File: src/rtl/rv32_pkg.sv
// rtl/rv32_pkg.sv - shared RV32I opcode, ALU op, state and immediate definitions
package rv32_pkg;

  localparam logic [6:0] OP     = 7'b0110011;
  localparam logic [6:0] OP_IMM = 7'b0010011;
  localparam logic [6:0] LUI    = 7'b0110111;
  localparam logic [6:0] AUIPC  = 7'b0010111;
  localparam logic [6:0] BRANCH = 7'b1100011;

  localparam logic [3:0] ALU_ADD  = 4'b0000;
  localparam logic [3:0] ALU_SUB  = 4'b1000;
  localparam logic [3:0] ALU_SLL  = 4'b0001;
  localparam logic [3:0] ALU_SLT  = 4'b0010;
  localparam logic [3:0] ALU_SLTU = 4'b0011;
  localparam logic [3:0] ALU_XOR  = 4'b0100;
  localparam logic [3:0] ALU_SRL  = 4'b0101;
  localparam logic [3:0] ALU_SRA  = 4'b1101;
  localparam logic [3:0] ALU_OR   = 4'b0110;
  localparam logic [3:0] ALU_AND  = 4'b0111;

  typedef enum logic [1:0] {
    ST_IDLE,
    ST_EXEC,
    ST_RESP
  } state_t;

  typedef enum logic [2:0] {
    BR_NONE,
    BR_EQ,
    BR_NE,
    BR_LT,
    BR_GE,
    BR_LTU,
    BR_GEU
  } br_kind_t;

  function automatic logic [31:0] imm_i(input logic [31:0] instr);
    return {{20{instr[31]}}, instr[31:20]};
  endfunction

  function automatic logic [31:0] imm_u(input logic [31:0] instr);
    return {instr[31:12], 12'b0};
  endfunction

  function automatic logic [31:0] imm_b(input logic [31:0] instr);
    return {{19{instr[31]}}, instr[31], instr[7], instr[30:25], instr[11:8], 1'b0};
  endfunction

endpackage

File: src/rtl/alu_exec_decode.sv
// rtl/alu_exec_decode.sv - combinational RV32I OP/OP-IMM/LUI/AUIPC/BRANCH decode to ALU controls
module alu_exec_decode
  import rv32_pkg::*;
(
  input  logic [31:0] instr,
  input  logic [31:0] rs1_val,
  input  logic [31:0] rs2_val,
  input  logic [31:0] pc,
  output logic [31:0] a,
  output logic [31:0] b,
  output logic [3:0]  op,
  output logic        rd_we,
  output br_kind_t    br_kind,
  output logic        illegal
);

  logic [6:0] opcode;
  logic [2:0] funct3;
  logic [6:0] funct7;
  logic       rd_nz;

  assign opcode = instr[6:0];
  assign funct3 = instr[14:12];
  assign funct7 = instr[31:25];
  assign rd_nz  = (instr[11:7] != 5'd0);

  // alt selects SUB over ADD and SRA over SRL; other funct3 values ignore it
  function automatic logic [3:0] alu_op_of(input logic [2:0] f3, input logic alt);
    case (f3)
      3'b000:  return alt ? ALU_SUB : ALU_ADD;
      3'b001:  return ALU_SLL;
      3'b010:  return ALU_SLT;
      3'b011:  return ALU_SLTU;
      3'b100:  return ALU_XOR;
      3'b101:  return alt ? ALU_SRA : ALU_SRL;
      3'b110:  return ALU_OR;
      default: return ALU_AND;
    endcase
  endfunction

  // Map the instruction to ALU operands/op, writeback enable and branch condition
  always_comb begin
    a       = rs1_val;
    b       = rs2_val;
    op      = ALU_ADD;
    rd_we   = 1'b0;
    br_kind = BR_NONE;
    illegal = 1'b0;
    case (opcode)
      OP: begin
        if (funct7 == 7'b0000000 ||
            (funct7 == 7'b0100000 && (funct3 == 3'b000 || funct3 == 3'b101))) begin
          op    = alu_op_of(funct3, funct7[5]);
          rd_we = rd_nz;
        end else begin
          illegal = 1'b1;
        end
      end
      OP_IMM: begin
        b     = imm_i(instr);
        op    = alu_op_of(funct3, 1'b0);
        rd_we = rd_nz;
        if (funct3 == 3'b001) begin
          b = {27'd0, instr[24:20]};
          if (funct7 != 7'b0000000) illegal = 1'b1;
        end else if (funct3 == 3'b101) begin
          b = {27'd0, instr[24:20]};
          if (funct7 == 7'b0100000) op = ALU_SRA;
          else if (funct7 != 7'b0000000) illegal = 1'b1;
        end
      end
      LUI: begin
        a     = 32'd0;
        b     = imm_u(instr);
        rd_we = rd_nz;
      end
      AUIPC: begin
        a     = pc;
        b     = imm_u(instr);
        rd_we = rd_nz;
      end
      BRANCH: begin
        case (funct3)
          3'b000:  begin op = ALU_SUB;  br_kind = BR_EQ;  end
          3'b001:  begin op = ALU_SUB;  br_kind = BR_NE;  end
          3'b100:  begin op = ALU_SLT;  br_kind = BR_LT;  end
          3'b101:  begin op = ALU_SLT;  br_kind = BR_GE;  end
          3'b110:  begin op = ALU_SLTU; br_kind = BR_LTU; end
          3'b111:  begin op = ALU_SLTU; br_kind = BR_GEU; end
          default: illegal = 1'b1;
        endcase
      end
      default: illegal = 1'b1;
    endcase
    if (illegal) rd_we = 1'b0;
  end

endmodule

File: src/rtl/alu_exec_ctrl.sv
// rtl/alu_exec_ctrl.sv - IDLE/EXEC/RESP controller driving an external combinational ALU
module alu_exec_ctrl
  import rv32_pkg::*;
#(
  parameter int XLEN = 32
) (
  input  logic            clk,
  input  logic            rst_n,
  input  logic            in_valid,
  output logic            in_ready,
  input  logic [XLEN-1:0] instr,
  input  logic [XLEN-1:0] rs1_val,
  input  logic [XLEN-1:0] rs2_val,
  input  logic [XLEN-1:0] pc,
  output logic [XLEN-1:0] alu_a,
  output logic [XLEN-1:0] alu_b,
  output logic [3:0]      alu_op,
  output logic            alu_oe,
  input  logic [XLEN-1:0] alu_data,
  input  logic            alu_carry,
  input  logic            alu_zero,
  input  logic            alu_lt,
  output logic            out_valid,
  input  logic            out_ready,
  output logic            rd_we,
  output logic [4:0]      rd_addr,
  output logic [XLEN-1:0] rd_data,
  output logic            br_taken,
  output logic [XLEN-1:0] br_target,
  output logic            illegal
);

  state_t      state;
  br_kind_t    br_kind_q;
  logic [31:0] dec_a;
  logic [31:0] dec_b;
  logic [3:0]  dec_op;
  logic        dec_rd_we;
  br_kind_t    dec_br_kind;
  logic        dec_illegal;
  logic        taken_next;
  logic        unused_carry;

  // carry has no consumer: branches resolve from zero, lt and the SLTU result bit
  assign unused_carry = alu_carry;

  alu_exec_decode u_decode (
    .instr   (instr),
    .rs1_val (rs1_val),
    .rs2_val (rs2_val),
    .pc      (pc),
    .a       (dec_a),
    .b       (dec_b),
    .op      (dec_op),
    .rd_we   (dec_rd_we),
    .br_kind (dec_br_kind),
    .illegal (dec_illegal)
  );

  // Resolve the branch condition from the flags the ALU presents during EXEC
  always_comb begin
    taken_next = 1'b0;
    case (br_kind_q)
      BR_EQ:   taken_next = alu_zero;
      BR_NE:   taken_next = !alu_zero;
      BR_LT:   taken_next = alu_lt;
      BR_GE:   taken_next = !alu_lt;
      BR_LTU:  taken_next = alu_data[0];
      BR_GEU:  taken_next = !alu_data[0];
      default: taken_next = 1'b0;
    endcase
  end

  // Handshake FSM with registered ALU drive and response outputs
  always_ff @(posedge clk or negedge rst_n) begin
    if (!rst_n) begin
      state     <= ST_IDLE;
      in_ready  <= 1'b1;
      alu_a     <= '0;
      alu_b     <= '0;
      alu_op    <= ALU_ADD;
      alu_oe    <= 1'b0;
      br_kind_q <= BR_NONE;
      out_valid <= 1'b0;
      rd_we     <= 1'b0;
      rd_addr   <= 5'd0;
      rd_data   <= '0;
      br_taken  <= 1'b0;
      br_target <= '0;
      illegal   <= 1'b0;
    end else begin
      case (state)
        ST_IDLE: begin
          if (in_valid && in_ready) begin
            in_ready  <= 1'b0;
            rd_addr   <= instr[11:7];
            br_target <= pc + imm_b(instr);
            br_kind_q <= dec_br_kind;
            if (dec_illegal) begin
              // Nothing to compute: respond immediately without touching the ALU
              illegal   <= 1'b1;
              rd_we     <= 1'b0;
              rd_data   <= '0;
              br_taken  <= 1'b0;
              out_valid <= 1'b1;
              state     <= ST_RESP;
            end else begin
              illegal <= 1'b0;
              rd_we   <= dec_rd_we;
              alu_a   <= dec_a;
              alu_b   <= dec_b;
              alu_op  <= dec_op;
              alu_oe  <= 1'b1;
              state   <= ST_EXEC;
            end
          end
        end
        ST_EXEC: begin
          alu_oe    <= 1'b0;
          rd_data   <= alu_data;
          br_taken  <= taken_next;
          out_valid <= 1'b1;
          state     <= ST_RESP;
        end
        ST_RESP: begin
          if (out_ready) begin
            out_valid <= 1'b0;
            in_ready  <= 1'b1;
            state     <= ST_IDLE;
          end
        end
        default: begin
          alu_oe    <= 1'b0;
          out_valid <= 1'b0;
          in_ready  <= 1'b1;
          state     <= ST_IDLE;
        end
      endcase
    end
  end

endmodule

File: config.mk
export PLATFORM = sky130hd
export DESIGN_NAME = alu_exec_ctrl
export DESIGN_NICKNAME = d
export VERILOG_FILES = /design/src/rtl/rv32_pkg.sv /design/src/rtl/alu_exec_decode.sv /design/src/rtl/alu_exec_ctrl.sv
export SDC_FILE = /design/constraint.sdc
export NUM_CORES = 1
export LEC_CHECK = 0
export CORE_MARGIN = 10
export CORE_UTILIZATION = 45
export DETAILED_ROUTE_END_ITERATION = 10
export PLACE_DENSITY = 0.81
export SYNTH_ARGS = -nofsm -noshare
export SYNTH_HDL_FRONTEND = slang
export SYNTH_SLANG_ARGS = --single-unit
File: constraint.sdc
create_clock -name clk -period 4.5 [get_ports clk]
set_input_delay 0.45 -clock clk [delete_from_list [all_inputs] [get_ports clk]]
set_output_delay 0.45 -clock clk [all_outputs]
set_load 0.05 [all_outputs]
==> qor.csv <==
stage,metric,value,unit
layout,Fill cells,1474,
global_route,first-pass GRT wire length,46.1,mm
layout,post-layout util,0.666,
layout,fin nets,1366,
placed_design,detailed placement HPWL,23.0,mm
floorplanning,row count,49,
setup_path,Critical Path AT,3.67,ns
route,Initial DRC Count,594,
power_and_ir_drop,pwr/cell area,275,nW/µm²
clock_tree,cts bufs inserted,17,
global_route,GRT overflow,0,
status,status,"finished, final reports clean",
floorplanning,starting density of the core,0.461,
floorplanning,die area,24500,µm²
timing,Max Clk Rate,0.298,GHz
synthesis,Post-synth top cells,"147 x dfrtp_1, 93 x nor2_1, 86 x a21oi_1",
clock_tree,clock insertion delay at the later pin of the skew report,0.43,ns
global_route,number of global-route vias before repair,8069,
flow_run,MaxCap Viol Count,0,
timing,final setup skew,0.00752,ns
setup_path,Setup CP Type,input pin to register,
clock_tree,Setup Buffers After CTS,0,
layout,Area Growth Syn to Fin,44.4,%
route,Via Count,8051,
synthesis,Avg Inst Size Synth,9.36,µm²
power_and_ir_drop,VDD IR max,0.000266,V
timing,worst-margin pin slew,0.978,ns
placed_design,gp weighted congestion,0.926,
setup_path,CP required,4.81,ns
route,Post-route DRC,0,
synthesis,cells after synthesis,894,
route,Via density,5.71,
placed_design,Port Buf Inserts,308,
placed_design,post-place setup slack,0.799,ns
synthesis,"count leader, synth",dfrtp_1,
clock_tree,post_cts resized,0,
timing,setup TNS,0,ns
clock_tree,largest buffer count on any clock path,2,
synthesis,"FFs w/ async S/R, synth",1.00,
floorplanning,height of the die,156,µm
setup_path,worst-path fanout max,4,
timing,max-slew violations,0,
min_path,worst min path class,input pin to async pin,
setup_path,reg2reg setup slack,2.06,ns
global_route,largest net degree at the start of global routing,73,
layout,share of layout cells above drive strength 1,0.0923,
synthesis,post-synthesis instance area,8370,µm²
floorplanning,CORE AREA,18100,µm²
synthesis,sequential area share after synthesis,0.443,
synthesis,Post-synth EDFFs,0,
route,Routed WL,30.3,mm
synthesis,Yosys warning total,0,
timing,RSZ-0062 raised after global routing,no,
timing,Hold Fails Final Rpt,0,
synthesis,largest area contributor in the netlist,dfrtp_1,
route,Avg WL per Cell,21.5,µm
route,Pre-antenna DRT Iters,5,
global_route,GRT Resource Usage Total,0.239,
synthesis,synth unique cells,63,
floorplanning,I/O Pins,310,
synthesis,Seq cells post-synth,148,
synthesis,syn nets,1092,
timing,Final Cycle Share,0.745,
route,remaining antenna violation count,0,
timing,Tmin final,3.35,ns
floorplanning,Die Width,156,µm
setup_path,Setup crit end kind,register,
clock_tree,CTS Hold Bufs,0,
clock_tree,"Reg clk slew, reported paths",0.06,ns
setup_path,reg-to-reg endpoint,br_target[10],
layout,multi-input logic area,4260,µm²
global_route,initial antenna violation count,1,
timing,Final WS setup,1.15,ns
clock_tree,CTS tree,yes,
setup_path,path depth of the worst reg2reg path,5,
synthesis,ranking of synthesized cells by area,"dfrtp_1 44%, a21oi_2 5.2%, a21oi_1 5.1%",
timing,WHS,0.0330,ns
setup_path,Startpoint Class,input pin,
timing,final setup violating endpoints,0,
power_and_ir_drop,Leak,5.17,nW
synthesis,Synth Flop Type,dfrtp_1,
clock_tree,Clock Sink Count,148,
layout,storage element area,3700,µm²
clock_tree,clk root buf,clkbuf_16,
timing,Slew Limit Headroom,0.345,
synthesis,post-synth top area share,0.440,
setup_path,worst reg2reg path startpoint,in_ready,
clock_tree,H-tree levels,4,
## how the worst max path moves through the flow
stage	start	cells past startpoint	slack, ns	to
2_1_floorplan	instr[8]	9	1.88	br_target[29]
3_3_place_gp	instr[8]	10	0.85	br_target[29]
3_5_place_dp	instr[8]	10	0.80	br_target[29]
4_1_cts	instr[8]	10	1.18	br_target[29]
5_1_grt	instr[8]	10	0.91	br_target[29]
6_report	instr[8]	10	1.15	br_target[29]
## final cells by class
cell class | count | share of cell area
multi-input combinational | 668 | 0.352
sequential | 148 | 0.307
timing repair buffer | 320 | 0.263
clock buffer | 18 | 0.0363
tap | 229 | 0.0237
clock inverter | 14 | 0.0137
inverter | 13 | 0.00404
antenna | 1 | 0.000207
## flip-flops by register name, indices dropped and copies added, names as in the netlist, 2 cells and up
name       flops
br_kind_q      3
alu_a         32
state          2
rd_addr        5
br_target     32
alu_op         4
rd_data       32
alu_b         32
## layer usage
layer / part of all wire / global-route usage / routed length, µm
met5: 0 / 0 / 0
met4: 0.023 / 0.0787 / 692
met3: 0.097 / 0.0918 / 2950
met2: 0.48 / 0.398 / 14500
met1: 0.40 / 0.277 / 12200
## through the flow
stage / power, W / cells / instance area [µm²]
floorplan: 0.00160 / 894 / 8370
detailed placement: 0.00185 / 1378 / 11500
finish: 0.00332 / 1411 / 12100
global route: 0.00343 / 1411 / 12100
CTS: 0.00333 / 1410 / 12100
global placement: 0.00184 / 1378 / 11500
## power breakdown
part	switching, W	internal [W]
clock	0.000634	0.000849
sequential	0	0.00133
combinational	0.000262	0.000244
total	0.000897	0.00242
## cells in the final DEF (no fill, tap or decap), types with 2 or more instances in the layout
master and count:
buf_4 11, a211oi_1 23, nand3b_1 2, o2111ai_1 2, xnor2_1 9, a21o_1 17, a21oi_1 86, o21ai_0 49
or4_1 4, inv_8 2, a22oi_1 14, and4_1 2, and3_1 22, clkdlybuf4s50_1 306, inv_1 13, a2111oi_0 2
clkinvlp_4 4, ha_1 30, a21oi_2 50, nor3_1 10, inv_6 5, a211o_1 5, nand3_1 15, xor2_1 14
o21bai_1 7, dfrtp_1 147, o31ai_1 4, nor2_1 92, nand4_1 13, a22o_1 34, clkbuf_16 17, a31oi_1 6
o21a_1 4, nand2b_1 6, nand2_1 80, bufinv_16 2, nor3b_1 32, o211ai_1 5
## cell families after synthesis
kind of cell | Yosys count | synth area share
AOI/OAI and AO/OA | 322 | 0.266
muxes | 1 | 0.00135
buffers and inverters | 78 | 0.0496
DFF | 148 | 0.443
adders and majority gates | 31 | 0.0472
xor gates and xnor gates | 23 | 0.0241
and+or+nand+nor | 291 | 0.169
## critical path: stages
cell and delay (ns):
clkdlybuf4s50_1 0.50, ha_1 0.30, fa_1 0.44, a211oi_1 0.35, o21ai_0 0.18, a21oi_1 0.24
o21ai_0 0.23, a31oi_1 0.49, o31ai_1 0.19, mux2_2 0.29
(Power assumes the default switching activity.)
==> patch 1, RTL diff (config.mk and constraints unchanged) <==
Reset style: synchronous (`rst_n`), changed in one clocked block.
--- a/src/rtl/alu_exec_ctrl.sv
+++ b/src/rtl/alu_exec_ctrl.sv
@@ -74,3 +74,3 @@
   // Handshake FSM with registered ALU drive and response outputs
-  always_ff @(posedge clk or negedge rst_n) begin
+  always_ff @(posedge clk) begin
     if (!rst_n) begin
Behaviour: differs if rst_n is asserted again (counterexample within 4 cycles, from zero or initial values and one cycle with rst_n low); with rst_n held inactive, the same outputs for 4 cycles.
==> patch 1 against the original RTL <==
  * Die area down 5.9%
  * Via count rose by 3.8%
  * Non-clock buffer count rose by 3
  * Area after synthesis down 6.8%
  * Design area down 4.1%
  * Register-to-register slack is essentially flat
  * Global-route usage up 1.1 points
  * Sequential cell count stayed put
  * Power grew 13%
  * Sequential power grew 4%
  * First-iteration DRC count shrank 8.6%
  * Worst setup slack better by 0.27 ns
  * Routed wire length decreased by 0.32%
  * Critical endpoint is now alu_b[23]
  * Largest cell class unchanged
==> patch 1: results (changes against the original RTL) <==
The logs give 45200 um (was 46100 um) for the wire length of the first global-routing pass and 0.258 mV (was 0.266 mV) for the highest ir drop seen on vdd. For the combined global-route utilization of all metal layers, the log shows 25.0% (was 23.9%). Standard cell with the maximum stage delay on the critical path: sky130_fd_sc_hd__and2_1 (was sky130_fd_sc_hd__clkdlybuf4s50_1).

The layout sequential cell count was 148 (unchanged); the critical path's largest stage delay was 0.74 ns (was 0.50 ns). The run gives 104 (was 73) as the maximum number of pins on one net before global-route repair. Mean cell area of the mapped netlist: 8.41 um2 (was 9.36 um2).

Async set-reset flop share out of synthesis: 0% (was 100%). The flow ran to the end, and the final reports show no timing, DRC or antenna violations. The area overhead of the layout relative to synthesis came out at 48.6% (was 44.4%). Main area contributors after synthesis: sky130_fd_sc_hd__dfxtp_1 (38%), sky130_fd_sc_hd__a21oi_1 (6.7%), sky130_fd_sc_hd__nor2_1 (5.1%) (was sky130_fd_sc_hd__dfrtp_1 (44%), sky130_fd_sc_hd__a21oi_2 (5.2%), sky130_fd_sc_hd__a21oi_1 (5.1%)). The violation count after the first detailed-route iteration was 543 (was 594). The peak fanout along the critical path is 20 (was 4), and the post-placement cell area is 11000 um2 (was 11500 um2). The beginning of the critical path was instr[4] (was instr[8]).

The layout cell share with drive strength beyond 1 came out at 7.58% (was 9.23%). The number of non-clock buffers in the layout is 323 (was 320), and the final-layout worst hold slack is 0.450 ns (was 0.0330 ns). The static leakage power was 4.31 nW (was 5.17 nW).

Class of the most critical hold timing path: reg -> reg (was in -> async). The tools report the sequential fraction of the synthesis area as 38.0% (was 44.3%). Worst max-slew margin expressed relative to the limit: 43.2% (was 34.5%). The reg-to-reg endpoint is br_target[27] (was br_target[10]). The gate family responsible for the most delay along the worst path is simple AND/OR/NAND/NOR gates (was compound AO/OA/AOI/OAI gates).

The inverter count was 14 (was 13); the netlist area before placement was 7800 um2 (was 8370 um2). The number of global-route vias before repair came out at 8171 (was 8069). The tools report the number of fill cells as 1454 (was 1474). The tools report the number of multi-input combinational cells as 697 (was 668).
-- patch 1: cell count changes after synthesis, sizes merged, moves of 11 or more --
cell,change
o21ai,-11
nor2,+12
nor3b,-30
and3,+26
a221oi,+20
a211oi,+47
dfrtp,-147
a21o,-14
dfxtp,+148
a21oi,-32
-- patch 1: tightest hold or removal path, cell delays in order (launching register included) --
cell                      delay, ns
sky130_fd_sc_hd__dfxtp_1       0.31
sky130_fd_sc_hd__nand2_1       0.05
sky130_fd_sc_hd__a21oi_1       0.05
-- patch 1: how the worst max path moves through the flow --
stage	endpoint	slack, ns	cells past startpoint
2_1_floorplan	br_target[25]	1.98	10
3_3_place_gp	alu_b[16]	1.11	7
3_5_place_dp	alu_b[22]	1.00	7
4_1_cts	alu_b[22]	1.44	7
5_1_grt	alu_b[22]	1.20	7
6_report	alu_b[23]	1.42	7
-- patch 1: logic make-up after synthesis --
family	Yosys count	synth area share [%]
AOI/OAI and AO/OA	323	29.7
and+or+nand+nor	316	19.2
DFF	148	38.0
buffers and inverters	83	4.91
adders and majority gates	31	5.07
xor gates and xnor gates	20	2.25
muxes	7	0.946
-- patch 1: power breakdown --
group          switching (mW)  internal (mW)  leakage (nW)
registers              0.0245           1.36          1.20
clock network           0.651          0.845         0.300
logic                   0.511          0.354          2.81
-- patch 1: layer usage --
layer | global-route usage [%] | share of wire, % | wire (um) | up-vias
met1 | 29.3 | 41 | 12400 | 3961
met3 | 6.83 | 8.8 | 2640 | 41
met5 | 0 | 0 | 0 | -
li1 | - | - | - | 3990
met2 | 43.2 | 48 | 14500 | 367
met4 | 8.34 | 2.0 | 603 | 0
==> patch 2, RTL diff (same flow settings) <==
Made on the original files. The 7 values of `br_kind_t` get a one-hot encoding in 7 bits.
--- a/src/rtl/rv32_pkg.sv
+++ b/src/rtl/rv32_pkg.sv
@@ -26,10 +26,10 @@
 
-  typedef enum logic [2:0] {
-    BR_NONE,
-    BR_EQ,
-    BR_NE,
-    BR_LT,
-    BR_GE,
-    BR_LTU,
-    BR_GEU
+  typedef enum logic [6:0] {
+    BR_NONE = 7'b0000001,
+    BR_EQ   = 7'b0000010,
+    BR_NE   = 7'b0000100,
+    BR_LT   = 7'b0001000,
+    BR_GE   = 7'b0010000,
+    BR_LTU  = 7'b0100000,
+    BR_GEU  = 7'b1000000
   } br_kind_t;
Function: no difference found for any inputs over 4 cycles, from zero or initial values and one cycle with rst_n low; so few cycles prove little.
==> patch 2 against the original RTL <==
  * Non-clock buffer count stayed put
  * Count of clock-buffer cells in the layout is 1 lower
  * Global-route usage is 0.29 points lower
  * Sequential cell count is 4 higher
  * Maximum frequency is 3.2% higher
  * Final cell count is 2.4% higher
  * First-iteration DRC count is 10% lower
  * Largest power group unchanged
  * Critical path type unchanged
  * Combinational power is 0.8% higher
  * Critical endpoint is now br_target[25]
  * Power is 0.17% lower
  * Design area is 0.30% higher
  * Area after synthesis is 0.10% lower
  * Routed wire length is 1.7% lower
  * Worst setup slack better by 0.10 ns
==> patch 2: results (changes against the original RTL) <==
The run gives 36.3% (was 39.8%) as the met2 global-route usage. The run gives 8136 (was 8069) as the number of global-route vias before repair. The met3 usage in global routing is 8.74% (was 9.18%). For the final wirelength, the log shows 29800 um (was 30300 um). The layout cell share with drive strength beyond 1 was 5.02% (was 9.23%).

The pre-CTS worst setup slack came out at 0.890 ns (was 0.799 ns). The number of cells upsized or downsized after cts was 0 (unchanged); the HPWL after detailed placement was 22600 um (was 23000 um). The data arrival time of the critical path is 3.61 ns (was 3.67 ns).

The sequential fraction of the synthesis area is 45.5% (was 44.3%). The final-stage net count was 1400 (was 1366); the worst max-slew margin expressed relative to the limit was 37.5% (was 34.5%). Commonest cells post-synth: sky130_fd_sc_hd__dfrtp_1 (150), sky130_fd_sc_hd__a21oi_1 (135), sky130_fd_sc_hd__nor2_1 (105) (was sky130_fd_sc_hd__dfrtp_1 (147), sky130_fd_sc_hd__nor2_1 (93), sky130_fd_sc_hd__a21oi_1 (86)). The run finished with clean final reports. The logs give 23.6% (was 23.9%) for the combined global-route utilization of all metal layers and 1122 (was 1092) for the number of nets produced by synthesis. The peak fanout along the critical path is 5 (was 4). Main area contributors after synthesis: sky130_fd_sc_hd__dfrtp_1 (45%), sky130_fd_sc_hd__a21oi_1 (8.1%), sky130_fd_sc_hd__nor2_1 (4.7%) (was sky130_fd_sc_hd__dfrtp_1 (44%), sky130_fd_sc_hd__a21oi_2 (5.2%), sky130_fd_sc_hd__a21oi_1 (5.1%)). Count of unique library cells instantiated by Yosys: 64 (was 63).

The vias per cell was 5.67 (was 5.71); the met1 layer usage reported by global route was 29.9% (was 27.7%). The number of cells on the worst reg-to-reg path is 6 (was 5). The final weighted congestion in routability-driven placement is 0.968 (was 0.926), and the worst reg-to-reg setup slack is 1.98 ns (was 2.06 ns).

The run gives 96 (was 73) as the maximum number of pins on one net before global-route repair. Clock skew: 0.0117 ns (was 0.00752 ns). The logs give 0.0894 ns (was 0.0330 ns) for the final-layout worst hold slack and 0.254 mV (was 0.266 mV) for the highest ir drop seen on vdd. Number of fill cells: 1486 (was 1474).

The number of antenna violations at the first check in global routing came out at 1 (unchanged). Static leakage power: 5.26 nW (was 5.17 nW). The tools report the total iterations of the first detailed-routing run as 6 (was 5). The tools report the violation count after the first detailed-route iteration as 534 (was 594). The run gives 11500 um2 (about the same) as the post-placement cell area.
[patch 2: metrics by stage]
step | instances | util [%]
5_1_grt | 1445 | 66.8
3_5_place_dp | 1412 | 63.5
2_1_floorplan | 924 | -
3_3_place_gp | 1412 | 63.5
4_1_cts | 1444 | 66.8
6_report | 1445 | 66.8
[patch 2: final cells by class]
class | instances | area share (%)
Antenna cell | 1 | 0.0206
Clock inverter | 15 | 1.45
Tap cell | 229 | 2.36
Clock buffer | 17 | 3.51
Multi-Input combinational cell | 700 | 34.7
Inverter | 11 | 0.341
Sequential cell | 152 | 31.4
Timing Repair Buffer | 320 | 26.2
[patch 2: worst paths after layout]
path                             from             to
setup reg to reg             in_ready       alu_b[2]
setup / recovery             instr[8]  br_target[25]
hold / removal                  rst_n      alu_a[24]
min in group clk           rd_addr[3]     rd_addr[3]
max in group asynchronous       rst_n     rd_addr[3]
hold reg to reg            rd_addr[3]     rd_addr[3]
[patch 2: power breakdown]
group	leakage [nW]	internal [mW]	switching, mW
clock network	0.290	0.750	0.687
registers	2.11	1.37	0
logic	2.86	0.249	0.262
total	5.26	2.36	0.949
[patch 2: critical path, stage by stage]
cell,delay [ns]
sky130_fd_sc_hd__clkdlybuf4s50_1,0.50
sky130_fd_sc_hd__ha_1,0.21
sky130_fd_sc_hd__inv_1,0.06
sky130_fd_sc_hd__fa_1,0.41
sky130_fd_sc_hd__nand2b_1,0.19
sky130_fd_sc_hd__a21oi_1,0.22
sky130_fd_sc_hd__o21ai_1,0.22
sky130_fd_sc_hd__o31ai_2,0.33
sky130_fd_sc_hd__o21ai_0,0.36
sky130_fd_sc_hd__or4_1,0.57
sky130_fd_sc_hd__nand3_1,0.09
[patch 2: layer usage]
layer  part of all wire [%]  vias to the layer above  wire, um
li1                       -                     3914         -
met1                     42                     3871     12500
met2                     45                      362     13300
met3                     11                       53      3200
met4                    2.6                        0       762
met5                      0                        -         0
[patch 2: cell families (layout without fill, tap and decap cells)]
family	Yosys count	after routing	synth area share, %
adder cells (fa/ha/maj)	31	31	4.73
XOR/XNOR	24	24	2.51
flip-flops	152	152	45.5
other	0	1	0
multiplexers	1	1	0.135
AND/OR/NAND/NOR	329	329	19.6
AO/OA/AOI/OAI	315	315	23.2
buffers and inverters	72	363	4.37
